[config.mk]
export PLATFORM = sky130hd
export DESIGN_NAME = axi_wr_stream_sink
export DESIGN_NICKNAME = d
export VERILOG_FILES = /design/src/rtl/axi_wr_stream_sink.sv
export SDC_FILE = /design/constraint.sdc
export NUM_CORES = 2
export LEC_CHECK = 0
export CORE_ASPECT_RATIO = 0.7
export CORE_MARGIN = 2
export CORE_UTILIZATION = 45
export CTS_CLUSTER_SIZE = 12
export DETAILED_ROUTE_END_ITERATION = 10
export PLACE_DENSITY = 0.74
export SLEW_MARGIN = 20
export SYNTH_ARGS = -nofsm -noshare
export SYNTH_HDL_FRONTEND = slang
export SYNTH_SLANG_ARGS = --single-unit
[constraint.sdc]
create_clock -name s_axi_aclk -period 32.7 [get_ports s_axi_aclk]
set_input_delay 6.54 -clock s_axi_aclk [delete_from_list [all_inputs] [get_ports s_axi_aclk]]
set_output_delay 6.54 -clock s_axi_aclk [all_outputs]
set_load 0.02 [all_outputs]
[src/rtl/axi_wr_stream_sink.sv]
// AXI4 write-channel slave that turns accepted write bursts into an AXI4-Stream.
// One AW is taken at a time, W beats are counted against awlen (no wlast upstream),
// beats are buffered in a first-word-fall-through FIFO, and one B is returned per burst.
module axi_wr_stream_sink #(
  parameter int unsigned AXI_ADDR   = 40,
  parameter int unsigned AXI_ID     = 16,
  parameter int unsigned AXI_LEN    = 8,
  parameter int unsigned AXI_DATA   = 128,
  parameter int unsigned AXI_STRB   = AXI_DATA / 8,
  parameter int unsigned FIFO_DEPTH = 16
) (
  input  logic                s_axi_aclk,
  input  logic                s_axi_aresetn,
  // AW channel
  input  logic [AXI_ADDR-1:0] s_axi_awaddr,
  input  logic [AXI_ID-1:0]   s_axi_awid,
  input  logic [AXI_LEN-1:0]  s_axi_awlen,
  input  logic [2:0]          s_axi_awsize,
  input  logic [1:0]          s_axi_awburst,
  input  logic                s_axi_awvalid,
  output logic                s_axi_awready,
  // W channel
  input  logic [AXI_DATA-1:0] s_axi_wdata,
  input  logic [AXI_STRB-1:0] s_axi_wstrb,
  input  logic                s_axi_wvalid,
  output logic                s_axi_wready,
  // B channel
  output logic [1:0]          s_axi_bresp,
  output logic [AXI_ID-1:0]   s_axi_bid,
  output logic                s_axi_bvalid,
  input  logic                s_axi_bready,
  // Stream output
  output logic [AXI_DATA-1:0] m_axis_tdata,
  output logic [AXI_STRB-1:0] m_axis_tkeep,
  output logic                m_axis_tlast,
  output logic                m_axis_tvalid,
  input  logic                m_axis_tready,
  // Address of the most recently accepted burst
  output logic [AXI_ADDR-1:0] burst_addr
);

  localparam int unsigned IDX_W = $clog2(FIFO_DEPTH);
  localparam int unsigned PTR_W = IDX_W + 1;
  localparam int unsigned CNT_W = AXI_LEN + 1;
  localparam int unsigned ENT_W = AXI_DATA + AXI_STRB + 1;
  localparam logic [2:0]  FULL_SIZE  = 3'($clog2(AXI_STRB));
  localparam logic [1:0]  BURST_INCR = 2'b01;
  localparam logic [1:0]  RESP_OKAY  = 2'b00;
  localparam logic [1:0]  RESP_SLV   = 2'b10;

  typedef enum logic [1:0] {
    ST_IDLE = 2'd0,
    ST_DATA = 2'd1,
    ST_RESP = 2'd2
  } state_e;

  state_e              state_q, state_d;
  logic                awready_q, awready_d;
  logic [AXI_ID-1:0]   id_q, id_d;
  logic [AXI_LEN-1:0]  len_q, len_d;
  logic [AXI_ADDR-1:0] addr_q, addr_d;
  logic                err_q, err_d;
  logic [CNT_W-1:0]    beat_cnt_q, beat_cnt_d;
  logic                bvalid_q, bvalid_d;
  logic [AXI_ID-1:0]   bid_q, bid_d;
  logic [1:0]          bresp_q, bresp_d;

  // FIFO state
  logic [PTR_W-1:0]    wr_ptr_q, rd_ptr_q;
  logic [PTR_W-1:0]    count_c;
  logic                full_c;
  logic                empty_c;
  logic                push_c;
  logic                pop_c;
  logic                last_beat_c;
  logic                wready_c;
  logic [ENT_W-1:0]    mem_q [FIFO_DEPTH];
  logic [ENT_W-1:0]    head_c;

  assign count_c  = wr_ptr_q - rd_ptr_q;
  assign full_c   = (count_c == PTR_W'(FIFO_DEPTH));
  assign empty_c  = (count_c == '0);
  assign pop_c    = !empty_c && m_axis_tready;
  // W acceptance depends only on registered state and FIFO occupancy
  assign wready_c = (state_q == ST_DATA) && !full_c;

  // State register
  always_ff @(posedge s_axi_aclk or negedge s_axi_aresetn) begin
    if (!s_axi_aresetn) begin
      state_q <= ST_IDLE;
    end else begin
      state_q <= state_d;
    end
  end

  // Next-state and burst bookkeeping
  always_comb begin
    state_d     = state_q;
    id_d        = id_q;
    len_d       = len_q;
    addr_d      = addr_q;
    err_d       = err_q;
    beat_cnt_d  = beat_cnt_q;
    bvalid_d    = bvalid_q;
    bid_d       = bid_q;
    bresp_d     = bresp_q;
    push_c      = 1'b0;
    last_beat_c = 1'b0;

    case (state_q)
      ST_IDLE: begin
        if (s_axi_awvalid && awready_q) begin
          state_d    = ST_DATA;
          id_d       = s_axi_awid;
          len_d      = s_axi_awlen;
          addr_d     = s_axi_awaddr;
          err_d      = (s_axi_awburst != BURST_INCR) || (s_axi_awsize != FULL_SIZE);
          beat_cnt_d = '0;
        end
      end
      ST_DATA: begin
        if (s_axi_wvalid && wready_c) begin
          last_beat_c = (beat_cnt_q == {1'b0, len_q});
          push_c      = !err_q;
          beat_cnt_d  = beat_cnt_q + CNT_W'(1);
          if (last_beat_c) begin
            state_d  = ST_RESP;
            bvalid_d = 1'b1;
            bid_d    = id_q;
            bresp_d  = err_q ? RESP_SLV : RESP_OKAY;
          end
        end
      end
      ST_RESP: begin
        if (s_axi_bready) begin
          state_d  = ST_IDLE;
          bvalid_d = 1'b0;
        end
      end
      default: begin
        state_d = ST_IDLE;
      end
    endcase

    // awready mirrors the state we are about to be in, so it is high only in IDLE
    awready_d = (state_d == ST_IDLE);
  end

  // Burst capture, beat counter and B-channel registers
  always_ff @(posedge s_axi_aclk or negedge s_axi_aresetn) begin
    if (!s_axi_aresetn) begin
      awready_q  <= 1'b0;
      id_q       <= '0;
      len_q      <= '0;
      addr_q     <= '0;
      err_q      <= 1'b0;
      beat_cnt_q <= '0;
      bvalid_q   <= 1'b0;
      bid_q      <= '0;
      bresp_q    <= '0;
    end else begin
      awready_q  <= awready_d;
      id_q       <= id_d;
      len_q      <= len_d;
      addr_q     <= addr_d;
      err_q      <= err_d;
      beat_cnt_q <= beat_cnt_d;
      bvalid_q   <= bvalid_d;
      bid_q      <= bid_d;
      bresp_q    <= bresp_d;
    end
  end

  // FIFO pointers; a push and pop in the same cycle keep the count unchanged
  always_ff @(posedge s_axi_aclk or negedge s_axi_aresetn) begin
    if (!s_axi_aresetn) begin
      wr_ptr_q <= '0;
      rd_ptr_q <= '0;
    end else begin
      if (push_c) begin
        wr_ptr_q <= wr_ptr_q + PTR_W'(1);
      end
      if (pop_c) begin
        rd_ptr_q <= rd_ptr_q + PTR_W'(1);
      end
    end
  end

  // FIFO storage; contents are don't-care until written, so no reset
  always_ff @(posedge s_axi_aclk) begin
    if (push_c) begin
      mem_q[wr_ptr_q[IDX_W-1:0]] <= {s_axi_wdata, s_axi_wstrb, last_beat_c};
    end
  end

  // Head entry is gated by tvalid so stream outputs read zero whenever empty
  assign head_c = empty_c ? '0 : mem_q[rd_ptr_q[IDX_W-1:0]];

  assign s_axi_awready = awready_q;
  assign s_axi_wready  = wready_c;
  assign s_axi_bvalid  = bvalid_q;
  assign s_axi_bid     = bid_q;
  assign s_axi_bresp   = bresp_q;
  assign m_axis_tvalid = !empty_c;
  assign m_axis_tdata  = head_c[ENT_W-1 -: AXI_DATA];
  assign m_axis_tkeep  = head_c[AXI_STRB:1];
  assign m_axis_tlast  = head_c[0];
  assign burst_addr    = addr_q;

endmodule

Word-level counts from Yosys, hierarchy flattened
Memories as Yosys holds them, arrays and structs flattened.
Cells that the tools add are included.
Operators by class
  add/subtract/negate cells: 4
  equal/unequal tests: 10
  muxes and demuxes: 20
  reductions and logical operators: 17
Operator list (number)
  $mux 145: 1
  $mux 9: 2
  $pmux 9 s2: 1
  $add 5x1->5 const B: 2
  $mux 2: 5
  $add 9x1->9 const B: 1
  $eq 9x8->1: 1
  $mux 1: 9
  $ne 2x1->1 const B: 3
  $pmux 2 s3: 1
  $reduce_and 3->1: 2
  $eq 5x5->1 const B: 1
  $logic_not 5->1: 1
  $sub 5x5->5: 1
  $logic_and 1x1->1: 4
  $logic_not 2->1: 2
  $ne 2x2->1 const B: 2
  $reduce_and 4->1: 1
  $reduce_bool 2->1: 2
  $logic_not 1->1: 3
  $ne 3x3->1 const B: 1
  $eq 2x1->1 const B: 1
  $eq 2x2->1 const B: 1
  $pmux 1 s2: 1
  2 further kinds: 2
Word-level totals
  register bits after elaboration: 106
  bits in writable memories: 2320
  input bits: 219
  output and inout port bits: 207
  word-level logic and storage cells: 64
  memories: 1
Memory list
  mem_q: depth 16, width 145, rd ports 1, clocked after Yosys merged registers in 0, write ports 1, RTL line 77  | logic [ENT_W-1:0] mem_q [FIFO_DEPTH];

Depth between registers and ports, before layout
  depth in word-level cells: 9
  gate-level depth with buffers: 13
  gate-level depth less buffers: 9

Least setup slack after synthesis
OpenSTA, ideal clock, no wires.
  path kind: in2reg
  start: input port s_axi_wvalid
  end: memory mem_q[11][0] in the netlist's numbering, enable pin
  setup time: 1.055 ns
  arrival time: 21.622 ns
  data required time: 31.645 ns
  slack: 10.024 ns
  stages: 3
  buffers on the path: 1
  path through: clkbuf_1 > nand3_1 > nor4b_1
On the way
  cells in the longest elaborated chain, start to end: 5
RTL lines
  start: declaration: RTL line 25  | input logic s_axi_wvalid,
  $logic_and 1x1->1: RTL line 122  | if (s_axi_wvalid && wready_c) begin
  $mux 1: RTL line 122
  $mux 1: RTL line 110  | case (state_q)
  $mux 1: RTL line 191  | if (push_c) begin
  $mux 1 (not written as such): RTL line 192  | mem_q[wr_ptr_q[IDX_W-1:0]] <= {s_axi_wdata, s_axi_wstrb, last_beat_c};
  end: declaration: RTL line 77
No other way between the ends.

Worst setup path after layout
  start: register rd_ptr_q[0]
  end: output port m_axis_tdata[107]
On the way
  cells in the longest elaborated chain, start to end: 3
  elaborated cells on any way between the ends: 4
  those cells by class: add/sub: 1; mux: 1; reduce/logical: 1; memory: 1
RTL lines
  start: declaration: RTL line 69  | logic [PTR_W-1:0] wr_ptr_q, rd_ptr_q;
  start signal: assignment: RTL line 184  | rd_ptr_q <= rd_ptr_q + PTR_W'(1);
  $sub 5x5->5: RTL line 80  | assign count_c = wr_ptr_q - rd_ptr_q;
  $logic_not 5->1: RTL line 82  | assign empty_c = (count_c == '0);
  $mux 145 *: RTL line 197  | assign head_c = empty_c ? '0 : mem_q[rd_ptr_q[IDX_W-1:0]];
  end: declaration: RTL line 33  | output logic [AXI_DATA-1:0] m_axis_tdata,
Every way passes the cells marked *; elsewhere a longest branch is shown, timed or not.

==> impl_metrics.ini <==
[power_and_ir_drop]
powerDensity_nw_per_um2 = 84.17
combPwrFrac_pct = 33.1
switching_power_uw = 2627
seq_power_share_pct = 40.0
p_leak_uw = 0.03345
power.clock.fraction_pct = 26.9
p_int_uw = 6330
p_sw_share_pct = 29.33
irDropWorstVdd_mv = 0.07826

[worst_setup_path]
path_cells = buf_4 > buf_4 > buf_4 > buf_4 > mux4_2 > mux4_2 > and2_1 > clkdlybuf4s50_1
regToRegStartpoint = rd_ptr_q[1]
endpoint_kind = primary output
worstSetupPathType = reg2out
setup.worst_path.end = m_axis_tdata[107]
r2r_cells = 10
critical_path_buf_inv_count = 5
cp_common_cell = buf_4
critPathMaxStageDelay_ps = 910
cp_data_arrival_time_ps = 7100
start_kind = flip-flop
crit_slowest_cell = buf_4
crit_cells = 8
rrSetupSlack_ps = 26250
critPathTopFamily = buffers and inverters
crit_start = rd_ptr_q[0]
critPathRequiredTime_ps = 26160
rr_endpoint = mem_q[7][32]
crit_fanout = 49

[logic_synthesis]
synth_top_cells_by_count = edfxtp_1, mux4_2, nand2_1
ys_warn_count = 0
syn-instance-count = 3847
synth_edf_count = 2320
ys_ff_latch = 2425
synth_nets = 4076
async_flop_share_pct = 4.330
synth_top_area_share_pct = 75.40
ys.flop_type = edfxtp_1
ys_seq_area_share_pct = 78.24
synth.distinct_cells = 51
synth_area_leaders = edfxtp_1, mux4_2, dfrtp_1
syn-cell-area_um2 = 92390
yosys.area.top_type = edfxtp_1
synth_area_per_cell_um2 = 24.02
synth.most_common_cell = edfxtp_1

[die]
rows = 139
start_util_pct = 45.18
die-area_um2 = 209000
die_w_um = 545.6
die-height_um = 383.1
design.core.area_um2 = 204500
ios = 426

[detailed_routing]
routed_wl_um = 211000
num_vias = 42220
avgRoutedWirePerCell_um = 29.07
ant_nets = 0
drt_iter0_drc = 5047
drtPass1Iterations = 5
drcViolationCount = 0
avgViaCountPerCell = 5.817

[place]
portBuffers = 424
dp_hpwl_um = 109600
dpl_cell_area_um2 = 99840
gp_congestion = 0.7521

[clock_network]
cts_setup_buffers = 0
cts_root_buf = clkbuf_16
clk_latency_ps = 860
cts_sinks = 2425
cts_hold_buf = 0
cts_tree = done
clockBufferDepth = 4
clk_pin_slew_worst_paths_ps = 60
cts_buffers = 237
cts-htree-levels = 4
cts_resized = 0

[timing]
setup-tns-final_ps = 0
grt_setup_unrepaired = false
worstMarginPinSlew_ps = 1107
clock-skew-final_ps = 59.28
finalMaxSlewViolations = 0
hold_viol_final = 0
fin_crit_ps = 13640
setup_viol_count_final = 0
max_freq_mhz = 73.32
fin_crit_sh_pct = 41.71
slew_headroom_pct = 26.19

[layout]
drive_above_1_share_pct = 24.35
seqCellArea_um2 = 72310
stdcell_area_um2 = 106400
area_delta_synth_final_pct = 15.17
fillers = 15540
nets = 4612
multi_input_area_um2 = 19200

[run]
cap_violations = 0

[global_route]
grt_usage_pct = 20.04
grt-ovfl-total = 0
grt_pass1_wl_um = 304800
grt_pass1_vias = 43440
antenna_found_initial = 50
grt_max_degree = 145

[outcome]
status = finished clean

[hold_path]
hp-class = reg2reg
per-layer routing:
layer	global-route usage (%)	up-vias	routed length, um
li1	-	17310	-
met5	0	-	234
met2	32.54	1752	104700
met1	27.76	22780	83980
met4	5.846	38	5234
met3	3.967	350	16880
layout by cell type (no fill, tap or decap), types with 4 or more instances in the layout:
master           count
clkinv_1            11
mux4_2             725
clkdlybuf4s50_1    423
ha_1                10
diode_2             22
clkbuf_1            72
inv_6                5
and2_1             147
inv_1                5
clkinv_2             9
o21ai_0              4
xor2_1               5
and4b_4              4
buf_4               72
buf_12               4
and4_4               4
clkbuf_16          238
nor2_1               8
xnor2_1             16
and3_4               7
dfrtp_1            102
nand3_1              5
nand4_1              4
edfxtp_1          2320
mux2_1              17
nand2_1            207
and3_1               4
power groups by stage:
| stage | Sequential [uW] | Combinational (uW) | Clock (uW) |
|---|---|---|---|
| 2_1_floorplan | 3640 | 1940 | 0 |
| 3_3_place_gp | 3650 | 3000 | 0 |
| 3_5_place_dp | 3650 | 3010 | 0 |
| 4_1_cts | 3590 | 3030 | 2460 |
| 5_1_grt | 3600 | 3150 | 2580 |
| 6_report | 3590 | 2960 | 2410 |
worst reg2reg max path, stage by stage, from the launching register on:
cell	delay, ps
dfrtp_4	1030
inv_1	150
ha_1	320
nor2b_2	170
o31a_2	310
xnor2_1	140
a41o_1	390
nor3b_2	830
and4b_4	760
buf_4	950
buf_4	940
metrics by stage:
step           std cells  util, %  power, uW  hold WS (ps)  setup slack, ps
2_1_floorplan       3847        -       5578         441.7            10020
3_3_place_gp        6893    48.82       6644         453.5            19750
3_5_place_dp        6893    48.82       6666         461.3            19670
4_1_cts             7237    52.00       9077         476.0            18720
5_1_grt             7252    52.02       9323         493.1            18360
6_report            7259    52.03       8957         472.7            19060
state kept, by name, summed over array words and instances (netlist names):
signal         cells
beat_cnt_q         9
burst_addr        40
err_q              1
id_q              16
len_q              8
mem_q           2320
rd_ptr_q           5
s_axi_awready      1
s_axi_bid         16
s_axi_bresp        1
s_axi_bvalid       1
state_q            2
wr_ptr_q           5
cell families (layout without fill, tap and decap cells):
family,after synthesis,count (layout),share of synthesized area [%]
xor gates and xnor gates,21,21,0.1991
and+or+nand+nor,412,412,2.249
other,1,23,0.004059
muxes,747,747,17.94
DFF,2425,2425,78.24
AOI/OAI and AO/OA,22,22,0.1801
adders and majority gates,10,10,0.1354
buffers and inverters,209,850,1.051
worst min path at each step:
| stage | from | to | slack (ps) | depth (start not counted) |
|---|---|---|---|---|
| after global placement | id_q[8] | id_q[8] | 450 | 2 |
| after CTS | id_q[1] | id_q[1] | 480 | 2 |
| after detailed placement | burst_addr[18] | burst_addr[18] | 460 | 2 |
| after global routing | id_q[13] | id_q[13] | 490 | 2 |
| final | burst_addr[7] | burst_addr[7] | 470 | 2 |
| after floorplan | id_q[0] | id_q[0] | 440 | 2 |
cell type report:
type | instances | share of cell area, %
antenna | 22 | 0.05174
clock buffer | 311 | 5.864
clock inverter | 33 | 0.2575
inverter | 7 | 0.03645
multi-input combinational | 1213 | 18.05
sequential | 2425 | 67.95
tap | 2749 | 3.232
timing repair buffer | 499 | 4.562
No activity file was read; power rests on OpenSTA's default activity.
